File: src/rtl/ifft8_stream_if.sv
// rtl/ifft8_stream_if.sv - bin input / sample output stream bundle for the 8-point IFFT
interface ifft8_stream_if #(
    parameter int DATA_W = 16
);
    logic              in_valid;
    logic              in_ready;
    logic [DATA_W-1:0] in_real;
    logic [DATA_W-1:0] in_imag;
    logic              out_valid;
    logic              out_ready;
    logic [DATA_W-1:0] out_real;
    logic [DATA_W-1:0] out_imag;
    logic              out_last;

    modport master (
        output in_valid, in_real, in_imag, out_ready,
        input  in_ready, out_valid, out_real, out_imag, out_last
    );

    modport slave (
        input  in_valid, in_real, in_imag, out_ready,
        output in_ready, out_valid, out_real, out_imag, out_last
    );
endinterface

File: src/rtl/ifft8_stream.sv
// rtl/ifft8_stream.sv - 8-point radix-2 DIT inverse FFT, Q8.8, one butterfly per clock (IFFT_SCALE_EN: 1/8 output scaling)
module ifft8_stream #(
    parameter int                DATA_W  = 16,
    parameter int                FRAC_W  = 8,
    parameter logic [DATA_W-1:0] TW_COEF = 16'h00B4
) (
    input  logic          clk,
    input  logic          rst,
    ifft8_stream_if.slave strm,
    output logic          busy
);
    typedef enum logic [1:0] {
        ST_LOAD = 2'd0,
        ST_CALC = 2'd1,
        ST_OUT  = 2'd2
    } state_t;

    state_t            state_q;
    logic [2:0]        ld_cnt_q;
    logic [3:0]        calc_cnt_q;
    logic [2:0]        out_cnt_q;
    logic              in_ready_q;
    logic              out_valid_q;
    logic              out_last_q;
    logic              busy_q;
    logic [DATA_W-1:0] out_re_q;
    logic [DATA_W-1:0] out_im_q;
    logic [DATA_W-1:0] mem_re_q [8];
    logic [DATA_W-1:0] mem_im_q [8];

    logic [2:0]        p_idx;
    logic [2:0]        q_idx;
    logic [1:0]        tw_k;
    logic [DATA_W-1:0] a_re, a_im, b_re, b_im;
    logic [DATA_W-1:0] b_sum, b_dif, b_nsum;
    logic [DATA_W-1:0] t_re, t_im;
    logic [DATA_W-1:0] bf_a_re_d, bf_a_im_d, bf_b_re_d, bf_b_im_d;

    // c*v with truncation toward zero: multiply the magnitude, then restore the sign
    function automatic logic [DATA_W-1:0] cmul(input logic [DATA_W-1:0] v);
        logic [DATA_W-1:0]   mag;
        logic [2*DATA_W-1:0] prod;
        logic [DATA_W-1:0]   res;
        mag  = v[DATA_W-1] ? (~v + 1'b1) : v;
        prod = (2*DATA_W)'(mag) * (2*DATA_W)'(TW_COEF);
        res  = DATA_W'(prod >> FRAC_W);
        return v[DATA_W-1] ? (~res + 1'b1) : res;
    endfunction

    // Output value as presented on the stream; optional 1/N scaling by arithmetic shift
    function automatic logic [DATA_W-1:0] present(input logic [DATA_W-1:0] v);
`ifdef IFFT_SCALE_EN
        return DATA_W'($signed(v) >>> 3);
`else
        return v;
`endif
    endfunction

    // Butterfly addressing and arithmetic for the current CALC step (stage = cnt[3:2], butterfly = cnt[1:0])
    always_comb begin
        p_idx = 3'd0;
        q_idx = 3'd0;
        tw_k  = 2'd0;
        case (calc_cnt_q[3:2])
            2'd0: begin
                p_idx = {calc_cnt_q[1:0], 1'b0};
                q_idx = {calc_cnt_q[1:0], 1'b1};
                tw_k  = 2'd0;
            end
            2'd1: begin
                p_idx = {calc_cnt_q[1], 1'b0, calc_cnt_q[0]};
                q_idx = {calc_cnt_q[1], 1'b1, calc_cnt_q[0]};
                tw_k  = {calc_cnt_q[0], 1'b0};
            end
            default: begin
                p_idx = {1'b0, calc_cnt_q[1:0]};
                q_idx = {1'b1, calc_cnt_q[1:0]};
                tw_k  = calc_cnt_q[1:0];
            end
        endcase

        a_re   = mem_re_q[p_idx];
        a_im   = mem_im_q[p_idx];
        b_re   = mem_re_q[q_idx];
        b_im   = mem_im_q[q_idx];
        b_sum  = b_re + b_im;
        b_dif  = b_re - b_im;
        b_nsum = ~b_sum + 1'b1;

        t_re = b_re;
        t_im = b_im;
        case (tw_k)
            2'd0: begin
                t_re = b_re;
                t_im = b_im;
            end
            2'd1: begin
                t_re = cmul(b_dif);
                t_im = cmul(b_sum);
            end
            2'd2: begin
                t_re = ~b_im + 1'b1;
                t_im = b_re;
            end
            default: begin
                t_re = cmul(b_nsum);
                t_im = cmul(b_dif);
            end
        endcase

        bf_a_re_d = a_re + t_re;
        bf_a_im_d = a_im + t_im;
        bf_b_re_d = a_re - t_re;
        bf_b_im_d = a_im - t_im;
    end

    // Frame sequencer: load bins bit-reversed, run 12 butterflies in place, stream samples out
    always_ff @(posedge clk) begin
        if (rst) begin
            state_q     <= ST_LOAD;
            ld_cnt_q    <= 3'd0;
            calc_cnt_q  <= 4'd0;
            out_cnt_q   <= 3'd0;
            in_ready_q  <= 1'b0;
            out_valid_q <= 1'b0;
            out_last_q  <= 1'b0;
            busy_q      <= 1'b0;
            out_re_q    <= '0;
            out_im_q    <= '0;
        end else begin
            case (state_q)
                ST_LOAD: begin
                    in_ready_q <= 1'b1;
                    if (strm.in_valid && in_ready_q) begin
                        mem_re_q[{ld_cnt_q[0], ld_cnt_q[1], ld_cnt_q[2]}] <= strm.in_real;
                        mem_im_q[{ld_cnt_q[0], ld_cnt_q[1], ld_cnt_q[2]}] <= strm.in_imag;
                        ld_cnt_q <= ld_cnt_q + 3'd1;
                        if (ld_cnt_q == 3'd7) begin
                            state_q    <= ST_CALC;
                            in_ready_q <= 1'b0;
                            busy_q     <= 1'b1;
                            calc_cnt_q <= 4'd0;
                        end
                    end
                end
                ST_CALC: begin
                    mem_re_q[p_idx] <= bf_a_re_d;
                    mem_im_q[p_idx] <= bf_a_im_d;
                    mem_re_q[q_idx] <= bf_b_re_d;
                    mem_im_q[q_idx] <= bf_b_im_d;
                    calc_cnt_q      <= calc_cnt_q + 4'd1;
                    if (calc_cnt_q == 4'd11) begin
                        // last butterfly touches entries 3 and 7, so entry 0 is already final
                        state_q     <= ST_OUT;
                        out_cnt_q   <= 3'd0;
                        out_valid_q <= 1'b1;
                        out_last_q  <= 1'b0;
                        out_re_q    <= present(mem_re_q[0]);
                        out_im_q    <= present(mem_im_q[0]);
                    end
                end
                ST_OUT: begin
                    if (out_valid_q && strm.out_ready) begin
                        if (out_cnt_q == 3'd7) begin
                            state_q     <= ST_LOAD;
                            out_valid_q <= 1'b0;
                            out_last_q  <= 1'b0;
                            out_re_q    <= '0;
                            out_im_q    <= '0;
                            busy_q      <= 1'b0;
                            in_ready_q  <= 1'b1;
                            ld_cnt_q    <= 3'd0;
                        end else begin
                            out_cnt_q  <= out_cnt_q + 3'd1;
                            out_re_q   <= present(mem_re_q[out_cnt_q + 3'd1]);
                            out_im_q   <= present(mem_im_q[out_cnt_q + 3'd1]);
                            out_last_q <= (out_cnt_q == 3'd6);
                        end
                    end
                end
                default: begin
                    state_q <= ST_LOAD;
                end
            endcase
        end
    end

    assign strm.in_ready  = in_ready_q;
    assign strm.out_valid = out_valid_q;
    assign strm.out_real  = out_re_q;
    assign strm.out_imag  = out_im_q;
    assign strm.out_last  = out_last_q;
    assign busy           = busy_q;
endmodule

File: src/flat_wrapper.sv
// flat-port wrapper written by rule: the top's interface ports become plain ports
module ifft8_stream_flat 
#(
    parameter int                DATA_W  = 16,
    parameter int                FRAC_W  = 8,
    parameter logic [DATA_W-1:0] TW_COEF = 16'h00B4
)
  (clk, rst, busy, strm_in_valid, strm_in_real, strm_in_imag, strm_out_ready, strm_in_ready, strm_out_valid, strm_out_real, strm_out_imag, strm_out_last);
  ifft8_stream_if #(.DATA_W(DATA_W)) strm_i ();
  input  logic clk;
  input  logic rst;
  output logic busy;
  input wire logic [$bits(strm_i.in_valid)-1:0] strm_in_valid;
  input wire logic [$bits(strm_i.in_real)-1:0] strm_in_real;
  input wire logic [$bits(strm_i.in_imag)-1:0] strm_in_imag;
  input wire logic [$bits(strm_i.out_ready)-1:0] strm_out_ready;
  output wire logic [$bits(strm_i.in_ready)-1:0] strm_in_ready;
  output wire logic [$bits(strm_i.out_valid)-1:0] strm_out_valid;
  output wire logic [$bits(strm_i.out_real)-1:0] strm_out_real;
  output wire logic [$bits(strm_i.out_imag)-1:0] strm_out_imag;
  output wire logic [$bits(strm_i.out_last)-1:0] strm_out_last;
  assign strm_i.in_valid = strm_in_valid;
  assign strm_i.in_real = strm_in_real;
  assign strm_i.in_imag = strm_in_imag;
  assign strm_i.out_ready = strm_out_ready;
  assign strm_in_ready = strm_i.in_ready;
  assign strm_out_valid = strm_i.out_valid;
  assign strm_out_real = strm_i.out_real;
  assign strm_out_imag = strm_i.out_imag;
  assign strm_out_last = strm_i.out_last;
  ifft8_stream #(.DATA_W(DATA_W), .FRAC_W(FRAC_W), .TW_COEF(TW_COEF)) u_core (.clk(clk), .rst(rst), .strm(strm_i), .busy(busy));
endmodule
File: config.mk
export PLATFORM = sky130hd
export DESIGN_NAME = ifft8_stream_flat
export DESIGN_NICKNAME = d
export VERILOG_FILES = /design/src/rtl/ifft8_stream_if.sv /design/src/rtl/ifft8_stream.sv /design/src/flat_wrapper.sv
export SDC_FILE = /design/constraint.sdc
export NUM_CORES = 1
export LEC_CHECK = 0
export ABC_CLOCK_PERIOD_IN_PS = 34900
export BUFFER_PORTS_ARGS = -buffer_cell sky130_fd_sc_hd__buf_2
export CAP_MARGIN = 0
export CORE_MARGIN = 10
export CORE_UTILIZATION = 30
export DETAILED_ROUTE_END_ITERATION = 12
export PLACE_DENSITY = 0.52
export SLEW_MARGIN = 10
export SYNTH_ARGS = -nofsm -noshare
export SYNTH_HDL_FRONTEND = slang
export SYNTH_SLANG_ARGS = --single-unit
export TNS_END_PERCENT = 100
File: constraint.sdc
create_clock -name clk -period 34.9 [get_ports clk]
set_input_delay 1.745 -clock clk [delete_from_list [all_inputs] [get_ports clk]]
set_output_delay 1.745 -clock clk [all_outputs]
set_load 0.1 [all_outputs]
# --- Word-level counts from Yosys, hierarchy flattened ---
# Memory sizes are Yosys's and may differ from the RTL's.
# Index checks and enable logic that the tools add are counted.
totals:
  regBits: 48
  ramBits: 256
  in_bits: 36
  output_inout_bits: 36
  elab_cells: 136
  mem_count: 2
mem_list:
  columns: ["name", "depth", "width", "rd", "rd_ports_with_merged_regs", "wr", "line_no", "source"]
  rows:
  - ["u_core.mem_im_q", 8, 16, 4, 0, 2, "ifft8_stream.sv:29", "logic [DATA_W-1:0] mem_im_q [8];"]
  - ["u_core.mem_re_q", 8, 16, 4, 0, 2, "ifft8_stream.sv:28", "logic [DATA_W-1:0] mem_re_q [8];"]
classes:
  n_addsub: 16
  mul: 3
  eq_ne: 15
  mux: 65
  n_bitwise: 7
  n_reduce_logical: 18
op_table:
  columns: ["operator", "n"]
  rows:
  - ["2-to-1 mux 16 bit", 14]
  - ["adder 16 x 1 -> 16 bit (second input constant)", 7]
  - ["NOT 16 bit", 7]
  - ["one-hot mux 16 bit (3 select lines)", 2]
  - ["multiplier 16 x 6 -> 22 bit (second input constant)", 3]
  - ["one-hot mux 16 bit (2 select lines)", 2]
  - ["adder 16 bit", 3]
  - ["subtractor 16 bit", 3]
  - ["OR reduction 16 bit", 2]
  - ["2-to-1 mux 3 bit", 8]
  - ["one-hot mux 3 bit (2 select lines)", 4]
  - ["2-to-1 mux 1 bit", 21]
  - ["AND reduction 4 bit", 3]
  - ["2-to-1 mux 2 bit", 5]
  - ["inequality test 2 x 1 -> 1 bit (second input constant)", 5]
  - ["AND reduction 5 bit", 2]
  - ["== test 3 bit (second input constant)", 3]
  - ["AND reduction 3 bit", 3]
  - ["2-to-1 mux 4 bit", 2]
  - ["one-hot mux 1 bit (2 select lines)", 4]
  - ["one-hot mux 4 bit (2 select lines)", 1]
  - ["adder 3 x 1 -> 3 bit (second input constant)", 2]
  - ["== test 2 x 1 -> 1 bit (second input constant)", 3]
  - ["logical NOT 2 bit", 3]
  - ["8 further kinds", 12]

# --- Depth between registers and ports, before layout ---
# Gate-level depths: netlist of run 1.
# An unclocked memory read counts as a cell.
depth:
  ltp_word: 16
  depth_mapped: 63
  depth_no_buf: 54

# --- Least setup slack after synthesis of run 1 ---
# No wires, ideal clock.
synth_timing:
  path_type: "register to register"
  from: "register u_core.calc_cnt_q[1]"
  to: "memory u_core.mem_re_q[3][14], data pin"
  setup_ps: 268
  arrival_time_ps: 11970
  required_ps: 34632
  setup_slack_ps: 22662
  stages_incl_launch_ff: 59
  n_path_buf: 10
  synth_period_minus_slack_ps: 12238
  path_cell_list: "dfxtp_1 -> buf_2 -> buf_2 -> buf_2 -> buf_2 -> buf_1 -> buf_1 -> nor3_1 -> a222oi_1 -> o21ai_0 -> a21oi_1 -> inv_1 -> ha_1 -> inv_1 -> fa_1 -> nor2b_1 -> o21ai_1 -> a21boi_1 -> [23 not listed] -> mux2i_1 -> o21a_1 -> nor3_1 -> nor2_1 -> a21oi_1 -> o22ai_1 -> xnor2_1 -> a221o_1 -> ha_1 -> o21ai_0 -> a21boi_0 -> o21ai_0 -> nand2b_1 -> a221oi_1 -> o31ai_1 -> clkbuf_1 -> mux2i_1 -> nand4_1"
synth_rtl:
  columns: ["element", "line_no", "source"]
  rows:
  - ["start: declaration", "ifft8_stream.sv:20", "logic [3:0] calc_cnt_q;"]
  - ["start signal: assignment", "ifft8_stream.sv:151", "calc_cnt_q <= calc_cnt_q + 4'd1;"]
  - ["end: declaration", "ifft8_stream.sv:28", null]

==> impl_table.tex, run 1 <==
\begin{tabular}{lr}
\hline
Metric & Value \\
\hline
\multicolumn{2}{l}{\textbf{STA}} \\
Final setup violating endpoints & 0 \\
Final hold violations & 0 \\
Final worst-path setup slack & 21.26 ns \\
Transition time at the pin with the least slew margin & 1.24 ns \\
Final sum of negative setup slack & 0 ns \\
Worst hold slack & 0.471 ns \\
Minimum clock period & 13.64 ns \\
Final clock period utilization by the worst path & 39.1\% \\
Final worst clock skew & 0.0202 ns \\
Unrepaired setup endpoints after global routing & no \\
Headroom to the max-slew limit & 16.9\% \\
Final Max Tran Viols & 0 \\
Timing-limited maximum frequency & 73.3 MHz \\
\multicolumn{2}{l}{\textbf{Finish}} \\
Commonest cells after routing, fill and taps aside & nor2\_1 (394), a21oi\_1 (326), inv\_1 (303) \\
Antenna diodes & 0 \\
Fraction of final layout cells sized beyond drive strength 1 & 14.1\% \\
Final net count & 3720 \\
Most common cell after layout, fill and taps aside & nor2\_1 \\
Area growth from synthesis to final layout & 10.4\% \\
\multicolumn{2}{l}{\textbf{CTS}} \\
Depth of the CTS H-tree & 2 \\
CTS Hold Buffers Added & 0 \\
CTS buffer count & 35 \\
Clock tree from TritonCTS & yes \\
Clock insertion delay at the later pin of the skew report & 0.56 ns \\
Number of buffers on the longest clock path & 3 \\
Clock transition at the registers of the reported paths & 0.06 ns \\
Clk sinks & 304 \\
Quantity of gates resized following cts & 0 \\
Root Driver & clkbuf\_16 \\
\# Post-CTS Setup Buffers & 0 \\
\multicolumn{2}{l}{\textbf{Yosys}} \\
Nets in the synthesized netlist & 3738 \\
Top cell type by total area after synthesis & edfxtp\_1 \\
Synthesized area per cell & 9.21 µm² \\
Count of flip-flops with a built-in enable after synthesis & 256 \\
Syn Std Cell Area & 31300 µm² \\
Leading register cell type out of synthesis & edfxtp\_1 \\
Fraction of post-synthesis cell area in the top cell type by area & 24.5\% \\
Post-synthesis sequential area ratio & 27.6\% \\
Synth Instances & 3402 \\
Ys Warns & 0 \\
Post-synthesis register bit count & 304 \\
Proportion of register bits with asynchronous set or reset after synthesis & 0\% \\
Number of library cell types mapped by synthesis & 114 \\
Top cells by area in the synthesized netlist & edfxtp\_1 (25\%), mux4\_2 (9.6\%), ha\_1 (9.0\%), a21oi\_1 (5.2\%), xnor2\_1 (4.8\%) \\
\multicolumn{2}{l}{\textbf{Floorplanning}} \\
Die extent in y & 343 µm \\
Number of placed I/O pins & 72 \\
Count of standard-cell rows & 118 \\
Effective utilization at floorplan & 30.2\% \\
Width of the die & 343 µm \\
DIE AREA & 118000 µm² \\
Core region area & 104000 µm² \\
\multicolumn{2}{l}{\textbf{Drt}} \\
Starting DRC count in detailed routing & 3271 \\
Total routed wirelength & 117000 µm \\
Wire per inst & 24.5 µm \\
1st-pass router iterations & 6 \\
Vias after detailed routing & 27011 \\
Residual antenna-violating net count after detailed routing & 0 \\
Remaining DRCs & 0 \\
Via-per-instance ratio & 5.64 \\
\multicolumn{2}{l}{\textbf{Global route}} \\
Wire length of the first global-routing pass & 173000 µm \\
Global route total overflow & 0 \\
Pin count of the biggest net entering global routing & 54 \\
Gr usage total & 19.2\% \\
Vias in the first global route & 25813 \\
Antenna violations before repair & 2 \\
\multicolumn{2}{l}{\textbf{Worst setup path}} \\
CP Launch Type & flop \\
CP required & 35.16 ns \\
Origin of the worst setup path & u\_core.calc\_cnt\_q[1] \\
Crit Path Class & reg -> reg \\
Cell depth of the worst flop-to-flop path & 47 \\
Worst stage delay on the critical path & 0.72 ns \\
Internal reg-to-reg setup slack & 21.26 ns \\
Origin of the critical flop-to-flop path & u\_core.calc\_cnt\_q[1] \\
Capture point of the worst reg-to-reg path & u\_core.mem\_re\_q[1][12] \\
Kind of capture point of the worst setup path & flop \\
Buffers and inverters on the worst path & 8 \\
Kind of cell with the highest combined delay on the critical path & compound AO/OA/AOI/OAI gates \\
Top cell by count, worst path & ha\_1 \\
CP Data Arrival Time & 13.89 ns \\
Critical path peak fanout & 43 \\
CP max stage cell & dfxtp\_4 \\
\multicolumn{2}{l}{\textbf{Run status}} \\
Result of the run & finished clean \\
\multicolumn{2}{l}{\textbf{Min path}} \\
Min-Delay Path Class & reg -> reg \\
Instance count along the most critical hold path & 2 \\
Start point of the worst hold path & u\_core.strm.out\_last \\
Worst Hold Endpoint & u\_core.strm.out\_last \\
\multicolumn{2}{l}{\textbf{Power}} \\
Peak supply drop & 41.7 µV \\
P\_leak & 0.0134 µW \\
Power density cells & 24.8 nW/µm² \\
\multicolumn{2}{l}{\textbf{Placement}} \\
Number of input and output port buffers inserted & 71 \\
HPWL after detailed placement & 85000 µm \\
Setup slack after placement & 21.38 ns \\
Final Wtd Congestion & 0.923 \\
\multicolumn{2}{l}{\textbf{Run}} \\
Max\_cap viols & 0 \\
\hline
\end{tabular}
-- cells in the mapped netlist (all sizes together) (10+ instances only) --
master	n
nor4	14
edfxtp	256
inv	305
nand2b	18
mux2	72
o221ai	17
xor2	56
o21ai	136
buf	39
o21a	21
or3	27
fa	74
o31a	12
and3	14
nor3	103
a31oi	30
nand2	214
xnor2	175
clkbuf	150
mux4	133
nor2	404
a221oi	43
nand4	11
a21o	30
and2	20
o211ai	21
or2	10
dfxtp	48
nand3	45
ha	226
nor2b	23
o22ai	35
a21oi	327
o21bai	36
a211oi	13
mux2i	81
o31ai	11
-- power breakdown --
group	switching [µW]	internal, µW
clock	159	244
sequential	1.60	395
combinational	36.9	20.3
-- layout make-up --
type / count / area, µm²
clock inverters: 14 / 223
fillers: 10722 / 69000
well taps: 1380 / 1730
repair buffers: 134 / 828
clock buffers: 48 / 997
inverters: 307 / 1150
flip-flops and latches: 304 / 8660
multi-input cells: 2602 / 21000
-- cell families (layout without fill, tap and decap cells) --
group	Yosys count	in the layout	synth area share, %
compound gates	836	836	17.3
xor+xnor	231	231	6.53
fa+ha+maj	300	300	13.7
buf+inv	496	503	6.11
flops	304	304	27.6
mux	286	286	14.8
simple gates	949	949	14.0
-- registers in the layout, summed over array words and instances (netlist names) --
name and count:
u_core.strm.out_valid 1, u_core.strm.in_ready 1, u_core.calc_cnt_q 4, u_core.state_q 2
u_core.mem_im_q 128, u_core.out_cnt_q 3, u_core.mem_re_q 128, u_core.busy 1
u_core.ld_cnt_q 3, u_core.strm.out_imag 16, u_core.strm.out_real 16, u_core.strm.out_last 1
-- how the worst max path moves through the flow --
stage                                   to  cells past startpoint
finish              u_core.mem_re_q[1][12]                     47
global route        u_core.mem_re_q[6][13]                     51
CTS                 u_core.mem_re_q[1][12]                     47
detailed placement  u_core.mem_re_q[1][12]                     47
global placement    u_core.mem_re_q[1][12]                     52
floorplan           u_core.mem_re_q[3][14]                     58
-- tightest hold or removal path, stage by stage, from the launching register on --
cell	delay, ns
dfxtp_1	0.32
nand2_1	0.06
a21oi_1	0.05
-- routing by layer --
metal / GRT usage [%] / share of wire (%) / wire (µm) / vias to the layer above
met5: 0 / 0.0094 / 11 / -
li1: - / - / - / 12375
met2: 31.4 / 46 / 53900 / 1268
met1: 25.6 / 42 / 49000 / 13137
met4: 6.48 / 3.9 / 4550 / 2
met3: 3.18 / 8.5 / 10000 / 229
-- stage by stage --
stage	total power [µW]	instance area, µm²	std cells	util [%]
5_1_grt	880	34600	4789	33.4
3_5_place_dp	461	33400	4727	32.2
2_1_floorplan	443	31300	3402	-
6_report	857	34600	4789	33.4
4_1_cts	861	34600	4789	33.4
3_3_place_gp	460	33400	4727	32.2
Note: power is estimated with default switching activity, not from simulation.
==> inputs of run 2 (changes only) <==
Settings changed: ABC_AREA set to 1, ABC_CLOCK_PERIOD_IN_PS 34900 to 14100.
Clock period 34.9 ns to 14.1 ns, I/O delays scaled along.
==> run 2 against run 1 <==
  * Wire length increased by 12%
  * Sequential power increased by 150%
  * Non-clock buffer count rose by 6
  * Cell area rose by 1.6%
  * Synthesized cell count is 36% higher
  * Core utilization shrank 0.074 points
  * Die area grew 2.0%
  * Clock skew shrank 0.0019 ns
  * Power rose to 4.1 times the previous value
  * Critical endpoint is now u_core.mem_re_q[2][13]
  * Sequential share of layout area shrank 0.41 points
  * Final cell count is 25% higher
==> impl_table.tex, run 2 <==
\begin{tabular}{lr}
\hline
Metric & Value \\
\hline
\multicolumn{2}{l}{\textbf{Drt}} \\
Wire per inst & 22.0 µm (-10\%) \\
1st-pass router iterations & 5 (-1) \\
Remaining DRCs & 0 (unchanged) \\
Starting DRC count in detailed routing & 3294 (+0.70\%) \\
Via-per-instance ratio & 5.36 (-5.0\%) \\
Vias after detailed routing & 32127 (+19\%) \\
Total routed wirelength & 132000 µm (+12\%) \\
Residual antenna-violating net count after detailed routing & 0 (unchanged) \\
\multicolumn{2}{l}{\textbf{Finish}} \\
\# fillers & 11363 (+6.0\%) \\
Antenna diodes & 0 (unchanged) \\
Final net count & 4914 (+32\%) \\
Area growth from synthesis to final layout & 9.87\% \\
Post-route design area & 35200 µm² (+1.6\%) \\
Leading registers by flop count & u\_core.mem\_im\_q: 128 flops, u\_core.mem\_re\_q: 128 flops \\
Commonest cells after routing, fill and taps aside & nand2\_1 (1136), inv\_1 (626), o21ai\_0 (580) \\
Most common cell after layout, fill and taps aside & nand2\_1 \\
Fraction of final layout cells sized beyond drive strength 1 & 6.45\% (-7.7 points) \\
\multicolumn{2}{l}{\textbf{Floorplanning}} \\
Number of placed I/O pins & 72 (unchanged) \\
Width of the die & 347 µm (+0.98\%) \\
Core region area & 106000 µm² (+1.9\%) \\
Effective utilization at floorplan & 30.3\% (+0.072 points) \\
Die extent in y & 347 µm (+0.98\%) \\
Count of standard-cell rows & 119 (+0.85\%) \\
DIE AREA & 120000 µm² (+2.0\%) \\
\multicolumn{2}{l}{\textbf{CTS}} \\
CTS Hold Buffers Added & 0 (unchanged) \\
Clock insertion delay at the later pin of the skew report & 0.56 ns (about the same) \\
Clock tree from TritonCTS & yes \\
Depth of the CTS H-tree & 2 (unchanged) \\
Quantity of gates resized following cts & 0 (unchanged) \\
CTS buffer count & 35 (unchanged) \\
Clk sinks & 304 (unchanged) \\
Number of buffers on the longest clock path & 3 (unchanged) \\
Clock transition at the registers of the reported paths & 0.07 ns (about the same) \\
Root Driver & clkbuf\_16 \\
\# Post-CTS Setup Buffers & 0 (unchanged) \\
\multicolumn{2}{l}{\textbf{STA}} \\
Final worst-path setup slack & 1.05 ns (-20.21 ns) \\
Final sum of negative setup slack & 0 ns (unchanged) \\
Final hold violations & 0 (unchanged) \\
Worst hold slack & 0.467 ns (-0.00474 ns) \\
Final clock period utilization by the worst path & 92.5\% (+53 points) \\
Transition time at the pin with the least slew margin & 1.29 ns (+0.0539 ns) \\
Headroom to the max-slew limit & 13.0\% (-3.9 points) \\
Final worst clock skew & 0.0183 ns (-0.00185 ns) \\
Final Max Tran Viols & 0 (unchanged) \\
Timing-limited maximum frequency & 76.6 MHz (+4.5\%) \\
Final setup violating endpoints & 0 (unchanged) \\
Minimum clock period & 13.05 ns (-0.591 ns) \\
Unrepaired setup endpoints after global routing & no \\
\multicolumn{2}{l}{\textbf{Power}} \\
Power density cells & 99.8 nW/µm² (+300\%) \\
P\_leak & 0.0158 µW (+18\%) \\
Peak supply drop & 66.3 µV (+59\%) \\
Overall power of the completed layout & 3510 µW (+310\%) \\
\multicolumn{2}{l}{\textbf{Yosys}} \\
Number of library cell types mapped by synthesis & 62 (-46\%) \\
Ys Warns & 0 (unchanged) \\
Leading post-synthesis cells by instance count & nand2\_1 (1139), inv\_1 (629), o21ai\_0 (587), a21oi\_1 (347), edfxtp\_1 (256) \\
Synthesized area per cell & 6.91 µm² (-25\%) \\
Proportion of register bits with asynchronous set or reset after synthesis & 0\% (unchanged) \\
Top cell type by total area after synthesis & edfxtp\_1 \\
Top cells by area in the synthesized netlist & edfxtp\_1 (24\%), nand2\_1 (13\%), o21ai\_0 (9.2\%), ha\_1 (8.8\%), inv\_1 (7.4\%) \\
Synth Instances & 4630 (+36\%) \\
Leading register cell type out of synthesis & edfxtp\_1 \\
Nets in the synthesized netlist & 4966 (+33\%) \\
Fraction of post-synthesis cell area in the top cell type by area & 24.0\% (-0.50 points) \\
Syn Std Cell Area & 32000 µm² (+2.1\%) \\
Adder-Cell Fraction of Synth Area & 13.5\% (-0.28 points) \\
Count of flip-flops with a built-in enable after synthesis & 256 (unchanged) \\
Xor-xnor portion of the synthesized cell area & 3.57\% (-3.0 points) \\
Post-synthesis register bit count & 304 (unchanged) \\
Synthesized-area fraction occupied by and/or/nand/nor cells & 22.6\% (+8.6 points) \\
Post-synthesis sequential area ratio & 27.0\% (-0.57 points) \\
Compound-cell area share of the yosys netlist & 22.8\% (+5.6 points) \\
Dominant cell by count in the synthesized netlist & nand2\_1 \\
Combinational family with the most area after synthesis & compound AO/OA/AOI/OAI gates \\
Proportion of synthesized area in mux cells & 0\% (-15 points) \\
\multicolumn{2}{l}{\textbf{Global route}} \\
Vias in the first global route & 30305 (+17\%) \\
Pin count of the biggest net entering global routing & 221 (+310\%) \\
Gr usage total & 21.0\% (+1.8 points) \\
Global route total overflow & 0 (unchanged) \\
Wire length of the first global-routing pass & 195000 µm (+13\%) \\
Antenna violations before repair & 2 (unchanged) \\
\multicolumn{2}{l}{\textbf{Placement}} \\
HPWL after detailed placement & 94700 µm (+11\%) \\
Post-detailed-placement cell area & 33900 µm² (+1.6\%) \\
Setup slack after placement & 1.23 ns (-20.15 ns) \\
Final Wtd Congestion & 0.934 (+1.2\%) \\
Number of input and output port buffers inserted & 71 (unchanged) \\
\multicolumn{2}{l}{\textbf{Worst setup path}} \\
CP Launch Type & flop \\
CP max stage cell & a211oi\_1 \\
Kind of capture point of the worst setup path & flop \\
CP required & 14.38 ns (-20.78 ns) \\
Capture point of the worst reg-to-reg path & u\_core.mem\_re\_q[2][13] \\
CP Data Arrival Time & 13.32 ns (-0.57 ns) \\
Cell depth of the worst flop-to-flop path & 46 (-2.1\%) \\
Internal reg-to-reg setup slack & 1.05 ns (-20.21 ns) \\
Worst stage delay on the critical path & 0.85 ns (+0.13 ns) \\
Crit Path Class & reg -> reg \\
Origin of the critical flop-to-flop path & u\_core.calc\_cnt\_q[2] \\
Critical path peak fanout & 51 (+19\%) \\
\multicolumn{2}{l}{\textbf{Min path}} \\
Worst Hold Endpoint & u\_core.busy \\
Start point of the worst hold path & u\_core.busy \\
Instance count along the most critical hold path & 2 (unchanged) \\
Min-Delay Path Class & reg -> reg \\
\multicolumn{2}{l}{\textbf{Run status}} \\
Result of the run & finished clean \\
\multicolumn{2}{l}{\textbf{Run}} \\
Max\_cap viols & 0 (unchanged) \\
\hline
\end{tabular}
## run 2: cell count changes in the layout (fill, tap and decap cells not counted), sizes merged, moves of 120 or more
| cell | change |
|---|---|
| inv | +336 |
| mux4 | -133 |
| nand2 | +930 |
| nand3 | +193 |
| nor2 | -158 |
| o211ai | +120 |
| o21ai | +490 |
| xnor2 | -164 |
## run 2: logic make-up after synthesis
group / Yosys count
xor+xnor: 128
simple gates: 1739
flops: 304
compound gates: 1283
buf+inv: 876
fa+ha+maj: 300
## run 2: worst max-delay path by stage
stage	startpoint	end	slack (ns)	depth (start not counted)
after global routing	u_core.calc_cnt_q[2]	u_core.mem_re_q[4][13]	0.07	50
final	u_core.calc_cnt_q[2]	u_core.mem_re_q[2][13]	1.05	46
after detailed placement	u_core.calc_cnt_q[3]	u_core.mem_re_q[2][13]	1.23	47
after floorplan	u_core.calc_cnt_q[0]	u_core.mem_re_q[1][14]	3.52	60
after global placement	u_core.calc_cnt_q[3]	u_core.mem_re_q[6][13]	1.28	45
after CTS	u_core.calc_cnt_q[3]	u_core.mem_re_q[2][13]	1.18	47
## run 2: metrics by stage
stage	utilization (%)	instances
floorplan	-	4630
global placement	32.1	5931
detailed placement	32.1	5931
CTS	33.3	5992
global route	33.3	5993
finish	33.3	5993
## run 2: cell type report
| cell class | instances | area, µm² | share of cell area, % |
|---|---|---|---|
| Tap cell | 1391 | 1740 | 4.95 |
| Multi-Input combinational cell | 3451 | 20200 | 57.4 |
| Sequential cell | 304 | 8650 | 24.6 |
| Inverter | 646 | 2420 | 6.90 |
| Timing Repair Buffer | 140 | 923 | 2.63 |
| Clock buffer | 48 | 1040 | 2.95 |
| Clock inverter | 13 | 195 | 0.555 |
## run 2: metal layers
metal | vias to the layer above | share of wire, % | global-route usage [%]
met5 | - | 0.022 | 0
met4 | 4 | 4.7 | 8.73
met3 | 281 | 7.3 | 3.15
met2 | 1206 | 47 | 35.8
met1 | 15180 | 41 | 26.2
li1 | 15456 | - | -
## run 2: worst max-delay path: cells and delay by family (launching register included)
kind | cells | cell delay (ns)
adder cells (fa/ha/maj) | 7 | 3.07
buffers and inverters | 8 | 1.56
XOR/XNOR | 3 | 1.13
AND/OR/NAND/NOR | 12 | 1.88
flip-flops | 1 | 0.61
AO/OA/AOI/OAI | 16 | 4.47
## run 2: where the power goes
part / switching [µW] / internal [µW] / total (µW)
Sequential: 5.96 / 982 / 988
Combinational: 1030 / 479 / 1510
Clock: 405 / 606 / 1010
